**src/rtl/rd_win_pkg.sv**
```systemverilog
// Shared types and helpers for the rd/rd_ack window arbiter.
// Latency: n/a (declarations only).
// Backpressure: n/a.
package rd_win_pkg;

  // Window FSM states: waiting for a request, window open, enforced quiet gap.
  typedef enum logic [1:0] {
    S_IDLE = 2'd0,
    S_OPEN = 2'd1,
    S_GAP  = 2'd2
  } state_t;

  // $clog2 that never returns less than 1, so single-value fields still get a bit.
  function automatic int clog2_min1(input int v);
    int r;
    r = $clog2(v);
    return (r < 1) ? 1 : r;
  endfunction

  // Default requester count and the matching grant index width.
  localparam int N_REQ_DEF = 2;
  localparam int ID_W      = clog2_min1(N_REQ_DEF);

endpackage

```
**src/rtl/rd_win_rr_arb.sv**
```systemverilog
// Round-robin picker: first requester after the last winner, wrapping.
// Latency: combinational pick; pointer updates on the clock after load_en.
// Backpressure: pointer only advances when the caller actually takes the grant.
module rd_win_rr_arb
  import rd_win_pkg::*;
#(
  parameter  int N_REQ = N_REQ_DEF,
  localparam int GID_W = clog2_min1(N_REQ)
) (
  input  logic             clock,
  input  logic             reset,
  input  logic [N_REQ-1:0] req,
  input  logic             load_en,
  output logic             gnt_valid,
  output logic [GID_W-1:0] gnt_idx
);

  logic [GID_W-1:0]   ptr_q;
  logic [GID_W-1:0]   ptr_d;
  logic [2*N_REQ-1:0] rot;
  logic               found;
  int                 sum;

  // Pointer starts at the last index so requester 0 is favoured after reset.
  always_ff @(posedge clock or negedge reset) begin
    if (!reset) ptr_q <= GID_W'(N_REQ - 1);
    else        ptr_q <= ptr_d;
  end

  // Rotate the request vector so bit 0 is the requester just after the pointer.
  always_comb begin
    gnt_valid = |req;
    gnt_idx   = '0;
    found     = 1'b0;
    sum       = 0;
    rot       = {req, req} >> (int'(ptr_q) + 1);
    for (int k = 0; k < N_REQ; k++) begin
      if (!found && rot[k]) begin
        found = 1'b1;
        sum   = int'(ptr_q) + 1 + k;
        if (sum >= N_REQ) sum = sum - N_REQ;
        gnt_idx = GID_W'(sum);
      end
    end
    ptr_d = load_en ? gnt_idx : ptr_q;
  end

endmodule

```
**src/rtl/rd_window_arbiter.sv**
```systemverilog
// Grants one requester at a time a read window; data_out frozen while rd=1.
// Latency: req -> rd one cycle; rd_ack -> rd low and done pulse one cycle.
// Backpressure: windows stay open until rd_ack (or timeout); no new window while rd_ack=1.
module rd_window_arbiter
  import rd_win_pkg::*;
#(
  parameter  int N_REQ   = N_REQ_DEF,
  parameter  int WIDTH   = 4,
  parameter  int GAP     = 1,
  parameter  int TIMEOUT = 16,
  localparam int GID_W   = clog2_min1(N_REQ)
) (
  input  logic                   clock,
  input  logic                   reset,
  input  logic [N_REQ-1:0]       req,
  input  logic [N_REQ*WIDTH-1:0] req_data,
  output logic [N_REQ-1:0]       done,
  output logic [N_REQ-1:0]       err,
  output logic                   rd,
  output logic [WIDTH-1:0]       data_out,
  input  logic                   rd_ack,
  output logic                   busy,
  output logic [GID_W-1:0]       grant_id
);

  localparam int              TO_W     = clog2_min1(TIMEOUT + 1);
  localparam int              GC_W     = clog2_min1(GAP);
  localparam logic [TO_W-1:0] TO_LAST  = TO_W'(TIMEOUT - 1);
  localparam logic [GC_W-1:0] GAP_LAST = GC_W'(GAP - 1);

  state_t           state_q, state_d;
  logic             rd_q, rd_d;
  logic [WIDTH-1:0] data_q, data_d;
  logic [GID_W-1:0] gid_q, gid_d;
  logic [N_REQ-1:0] done_q, done_d;
  logic [N_REQ-1:0] err_q, err_d;
  logic [TO_W-1:0]  to_cnt_q, to_cnt_d;
  logic [GC_W-1:0]  gap_cnt_q, gap_cnt_d;

  logic             gnt_valid;
  logic [GID_W-1:0] gnt_idx;
  logic             load_en;
  logic [WIDTH-1:0] sel_dat;
  logic [N_REQ-1:0] gid_oh;

  // Only grant from IDLE, and never open a window into a still-high rd_ack.
  assign load_en = (state_q == S_IDLE) && gnt_valid && !rd_ack;

  rd_win_rr_arb #(.N_REQ(N_REQ)) u_arb (
    .clock     (clock),
    .reset     (reset),
    .req       (req),
    .load_en   (load_en),
    .gnt_valid (gnt_valid),
    .gnt_idx   (gnt_idx)
  );

  // Select the candidate winner's data slice.
  always_comb begin
    sel_dat = '0;
    for (int i = 0; i < N_REQ; i++) begin
      if (GID_W'(i) == gnt_idx) sel_dat = req_data[i*WIDTH +: WIDTH];
    end
  end

  assign gid_oh = N_REQ'(1) << gid_q;

  // State, window data and counters; reset drops rd immediately, no pulses.
  always_ff @(posedge clock or negedge reset) begin
    if (!reset) begin
      state_q   <= S_IDLE;
      rd_q      <= 1'b0;
      data_q    <= '0;
      gid_q     <= '0;
      done_q    <= '0;
      err_q     <= '0;
      to_cnt_q  <= '0;
      gap_cnt_q <= '0;
    end else begin
      state_q   <= state_d;
      rd_q      <= rd_d;
      data_q    <= data_d;
      gid_q     <= gid_d;
      done_q    <= done_d;
      err_q     <= err_d;
      to_cnt_q  <= to_cnt_d;
      gap_cnt_q <= gap_cnt_d;
    end
  end

  // Next-state logic; data_q is only written on the IDLE->OPEN transition.
  always_comb begin
    state_d   = state_q;
    rd_d      = rd_q;
    data_d    = data_q;
    gid_d     = gid_q;
    done_d    = '0;
    err_d     = '0;
    to_cnt_d  = to_cnt_q;
    gap_cnt_d = gap_cnt_q;
    case (state_q)
      S_IDLE: begin
        if (load_en) begin
          state_d  = S_OPEN;
          rd_d     = 1'b1;
          data_d   = sel_dat;
          gid_d    = gnt_idx;
          to_cnt_d = '0;
        end
      end
      S_OPEN: begin
        to_cnt_d = to_cnt_q + TO_W'(1);
        if (rd_ack) begin
          state_d   = S_GAP;
          rd_d      = 1'b0;
          done_d    = gid_oh;
          gap_cnt_d = '0;
        end else if ((TIMEOUT != 0) && (to_cnt_q == TO_LAST)) begin
          state_d   = S_GAP;
          rd_d      = 1'b0;
          err_d     = gid_oh;
          gap_cnt_d = '0;
        end
      end
      S_GAP: begin
        if (gap_cnt_q != GAP_LAST) gap_cnt_d = gap_cnt_q + GC_W'(1);
        else if (!rd_ack)          state_d   = S_IDLE;
      end
      default: state_d = S_IDLE;
    endcase
  end

  assign rd       = rd_q;
  assign data_out = data_q;
  assign done     = done_q;
  assign err      = err_q;
  assign grant_id = gid_q;
  assign busy     = (state_q != S_IDLE);

endmodule

```
**config.mk**
```make
export PLATFORM = sky130hd
export DESIGN_NAME = rd_window_arbiter
export DESIGN_NICKNAME = d
export VERILOG_FILES = /design/src/rtl/rd_win_pkg.sv /design/src/rtl/rd_win_rr_arb.sv /design/src/rtl/rd_window_arbiter.sv
export SDC_FILE = /design/constraint.sdc
export NUM_CORES = 1
export LEC_CHECK = 0
export ABC_AREA = 1
export CORE_MARGIN = 3
export CORE_UTILIZATION = 45
export CTS_CLUSTER_DIAMETER = 150
export DETAILED_ROUTE_END_ITERATION = 16
export PLACE_DENSITY_LB_ADDON = 0.12
export SLEW_MARGIN = 20
export SYNTH_ARGS = -nofsm -noshare
export SYNTH_HDL_FRONTEND = slang
export SYNTH_SLANG_ARGS = --single-unit
```
**constraint.sdc**
```tcl
create_clock -name clock -period 2.1 [get_ports clock]
set_clock_uncertainty 0.2 [all_clocks]
set_input_delay 0.42 -clock clock [delete_from_list [all_inputs] [get_ports clock]]
set_output_delay 0.42 -clock clock [all_outputs]
set_load 0.01 [all_outputs]
```
[Word level (Yosys, flattened, before mapping)]
Index checks and enable logic that the tools add are counted.
Cells by class
  add/sub/neg operators: 6
  magnitude comparators: 2
  equality and inequality tests: 7
  shift-type cells: 2
  muxes and demuxes: 25
  reductions and logical operators: 15
Operators with widths (number)
  $ge 32x3->1 const B: 1
  $mux 2: 10
  $pmux 5 s2: 1
  $mux 1: 9
  $pmux 2 s3: 1
  $reduce_and 2->1: 3
  $reduce_bool 2->1: 3
  $add 5x1->5 const B: 1
  $eq 5x4->1 const B: 1
  $mux 5: 1
  $mux 4: 1
  $ne 2x2->1 const B: 2
  $pmux 1 s2: 2
  $reduce_and 4->1: 1
  $shr 4x2->2: 1
  $add 2x1->3 const B: 1
  $logic_and 1x1->1: 3
  $ne 3x3->1 const B: 1
  $reduce_and 3->1: 1
  $add 1x1->2 const B: 1
  $eq 2x1->1 const B: 1
  $eq 2x2->1 const B: 1
  $ge 2x2->1 const B: 1
  $logic_not 1->1: 2
  other kinds (6): 7
Word-level totals
  register bits: 19
  output and inout port bits: 11
  logic and storage cells: 66

[Longest topological paths before layout]
Gate-level depths: netlist (run 1).
  depth after elaboration: 7
  depth in mapped cells: 7
  depth with buffers taken out: 7

[Cells and area by module]
A second synthesis (run 1) with hierarchy kept.
Second synthesis, totals
  cells, all modules: 103
  area total of the unflattened synthesis: 842.1 µm²
By module, submodules not included
  rd_window_arbiter: instances 1, cells each 95, area an instance 783.3 µm², seq. area each 425.4 µm²
  rd_win_rr_arb: instances 1, cells each 8, area an instance 58.8 µm², seq. area each 26.3 µm²

[Worst setup path after synthesis (run 1)]
No wires, ideal clock.
  path type: register to register
  start point: register to_cnt_q[0]
  end point: register state_q[1]
  setup time: 0.127 ns
  arrival: 1.312 ns
  data required time: 1.773 ns
  path slack: 0.460 ns
  stages on the path, launching flop included: 8
  buffers on the path: 0
  period minus slack after synthesis: 1.640 ns
  cells stage by stage: dfrtp_1 ha_1 nand2_1 nor2_1 ha_1 inv_1 a21oi_2 or2_2
On the way
  cells in the longest elaborated chain, start to end: 3
RTL lines
  start, declared: line rd_window_arbiter.sv:37  | logic [TO_W-1:0] to_cnt_q, to_cnt_d;
  start signal, assigned: line rd_window_arbiter.sv:86  | to_cnt_q <= to_cnt_d;
  $eq 5x4->1: line rd_window_arbiter.sv:118  | end else if ((TIMEOUT != 0) && (to_cnt_q == TO_LAST)) begin
  $ne 3x3->1 (no line)
  $reduce_and 4->1 (no line)
  end signal, assigned: line rd_window_arbiter.sv:80  | state_q <= state_d;
  end, declared: line rd_window_arbiter.sv:31  | state_t state_q, state_d;
No other way between the ends.
A chain may end at the register's enable or synchronous reset.

[Worst setup path after layout (run 1)]
  start point: register state_q[1]
  end point: output busy
On the way
  cells in the longest elaborated chain, start to end: 1
RTL lines
  $reduce_bool 2->1: line rd_window_arbiter.sv:138  | assign busy = (state_q != S_IDLE);
  end, declared: line rd_window_arbiter.sv:22  | output logic busy,
No other way between the ends.

==> flow_summary.ini, run 1 <==
[global_routing]
wire_length_of_the_first_global_routing_pass_um = 2960
grt_max_degree = 19
grt_pass1_vias = 684
groute.usage.overall_pct = 16.02
antenna_found_initial = 0
grt_overflow = 0

[sta]
timing.final.crit_share_pct = 96.54
tightest_slew_ps = 517.4
fin_crit_ps = 2027
setup_tns_ps = 0
grt_setup_unrepaired = no
max_freq_mhz = 493.2
final_setup_fails = 0
report.final.hold_viol_count = 0
slew_viol_final = 0
relSlewSlack_pct = 65.43
fin_ws_ps = 72.56

[critical_path]
worst-path-max-fanout = 3
path_class = reg -> out
critical_path.startpoint_type = flop
cp.required_ps = 1480
r2r_setup_slack_ps = 330
worst_setup_path_end_kind = output pin
crit_arrival_ps = 1410

[cells_and_area]
nets_final = 142
area_delta_synth_final_pct = 32.77
antenna_cells_inserted = 0
fraction_of_layout_cells_with_a_size_suffix_above_1_pct = 16.67
fill_count = 165

[pwr]
power_per_cell_area_mw_per_mm2 = 1131
vdd_ir_drop_max_mv = 0.6561
p_leak_nw = 0.5819

[run]
cap_violations = 0

[floorplanning]
number_of_placement_rows = 15
dieArea_mm2 = 0.002546
coreArea_mm2 = 0.001802
initial_utilization_pct = 49.37
fp.dieW_um = 50.46
boundary_pins = 24
die_height_um = 50.46

[clock_network]
clk_path_buf_depth = 2
path_clk_slew_ps = 110
ctsRootBufferMaster = sky130_fd_sc_hd__clkbuf_4
tritoncts_buffers = 3
cts_tree = built
clk-insertion-delay-late_ps = 300
count_of_h_tree_levels_built_during_cts = 1
cts.sink_count = 18
cts.repair_timing.setup_buffer_count = 0

[synth]
synth_enable_flop_cells = 0
synth.top_cells.by_area = sky130_fd_sc_hd__dfrtp_1 (48%), sky130_fd_sc_hd__nand2_1 (14%), sky130_fd_sc_hd__inv_1 (4.6%), sky130_fd_sc_hd__nand3_1 (4.5%), sky130_fd_sc_hd__nand3_2 (4.5%)
unique_cell_type_count_in_the_yosys_netlist = 22
synth_async_sr_flop_share_pct = 100.0
synth_top_area_cell = sky130_fd_sc_hd__dfrtp_1
syn_inst = 100
yosys_warns = 0
synth_most_common_cell = sky130_fd_sc_hd__nand2_1
synth_top_cells_by_count = sky130_fd_sc_hd__nand2_1 (34), sky130_fd_sc_hd__dfrtp_1 (17), sky130_fd_sc_hd__inv_1 (11)
dominantRegCellSynth = sky130_fd_sc_hd__dfrtp_1
synth-seq-area-share_pct = 50.77
post_synth.cell_area_avg_um2 = 8.896
ys_seq_elements = 18
synth_top_area_share_pct = 47.82
syn_nets = 115
syn-cell-area_um2 = 889.6

[placed_design]
preCtsSetupSlack_ps = 218.8
place.gp.congestion = 0.7490
hpwl_um = 1387
place.port_buffers = 23

[drt]
drtPass1Iterations = 3
vias_per_cell = 4.874
ant_nets_after_route = 0
wl_per_cell_um = 11.83
route.final.wire_length_um = 1786
vias = 736
initialDrtViolationCount = 8
post-route-drc-count = 0

[worst_hold_path]
min_path_type = in -> async

[run_status]
outcome = finished, final reports clean
-- logic make-up after synthesis --
| family | after synthesis | synth area share, % |
|---|---|---|
| buf+inv | 14 | 7.173 |
| simple gates | 61 | 34.46 |
| flops | 18 | 50.77 |
| compound gates | 5 | 4.783 |
| fa+ha+maj | 2 | 2.812 |
-- flip-flops by register name, indices dropped and copies added (netlist names) --
signal and cells:
to_cnt_q 5, data_out 4, done 2, err 2
state_q 2, grant_id 1, rd 1, u_arb.ptr_q 1
-- routing by layer --
| metal | track usage [%] | vias up | wire length (um) |
|---|---|---|---|
| met3 | 2.671 | 5 | 45 |
| met4 | 9.417 | 0 | 41 |
| met1 | 18.89 | 348 | 787 |
| met5 | 0 | - | 0 |
| li1 | - | 368 | - |
| met2 | 27.17 | 15 | 912 |
-- worst max-delay path: stages (launching register included) --
cell	delay, ps
sky130_fd_sc_hd__dfrtp_1	420
sky130_fd_sc_hd__nor2_4	160
sky130_fd_sc_hd__inv_1	50
sky130_fd_sc_hd__clkdlybuf4s50_1	470
-- placed cells by master (no fill, tap or decap), drive strengths merged --
master | synthesis | final
or2 | 4 | 4
inv | 12 | 12
buf | 2 | 1
ha | 2 | 2
nand2 | 35 | 35
nor4 | 2 | 2
dfstp | 1 | 1
nor3 | 3 | 3
nand3 | 13 | 13
nand4 | 1 | 1
o31ai | 1 | 1
nor2 | 3 | 3
clkdlybuf4s50 | 0 | 23
a21oi | 2 | 2
o21ai | 2 | 2
dfrtp | 17 | 17
clkbuf | 0 | 4
-- power by group --
part | total, mW | leakage, nW | internal [mW] | switching, mW
combinational | 0.551 | 0.328 | 0.269 | 0.282
sequential | 0.564 | 0.233 | 0.468 | 0.0959
clock | 0.221 | 0.0210 | 0.106 | 0.115
-- per-stage QoR --
stage          hold WS [ps]  power (mW)  cell area (um2)  utilization, %  std cells
3_3_place_gp          262.7       1.103             1140           63.26        147
6_report              234.8       1.336             1181           65.56        151
4_1_cts               250.4       1.344             1176           65.28        151
5_1_grt               259.4       1.433             1181           65.56        151
2_1_floorplan        -75.59      0.8878            889.6               -        100
3_5_place_dp          268.5       1.122             1140           63.26        147
-- worst paths after layout --
check                            start           to  depth (start not counted)
max in group asynchronous        reset  u_arb.ptr_q                          2
max                         state_q[1]         busy                          3
min                              reset      done[1]                          2
min reg2reg                data_out[0]  data_out[0]                          2
min in group clock         data_out[0]  data_out[0]                          2
max reg2reg                to_cnt_q[0]   state_q[1]                          7
-- timing repair --
action                     CTS  global route
setup endpoints to repair    0             1
hold buffers                 0             0
gates resized for setup      0             1
-- area by class of cell --
cell class / count / area (um2) / share of cell area [%]
sequential: 18 / 451.7 / 38.24
multi-input combinational: 68 / 379.1 / 32.10
timing repair buffer: 24 / 237.7 / 20.13
inverter: 12 / 45.04 / 3.814
clock buffer: 4 / 36.28 / 3.072
tap: 25 / 31.28 / 2.648
Note: power is estimated with default switching activity, not from simulation.
==> inputs of run 2 (changes only) <==
- clock period: 2.1 -> 2.15 ns (I/O delays scaled with it)
==> results of run 2 <==
Same layout as run 1 (identical final DEF). Status: finished, final reports clean.
Main changes from that run: final weighted congestion in routability-driven placement 0.7490 -> 0.7491; setup slack after placement 218.8 ps -> 258.8 ps; setup slack after layout 72.56 ps -> 112.6 ps; hold slack 234.8 ps -> 244.8 ps; register-to-register setup slack 330 ps -> 380 ps; total power 1.336 mW -> 1.305 mW; worst IR drop on VDD 0.6561 mV -> 0.6409 mV
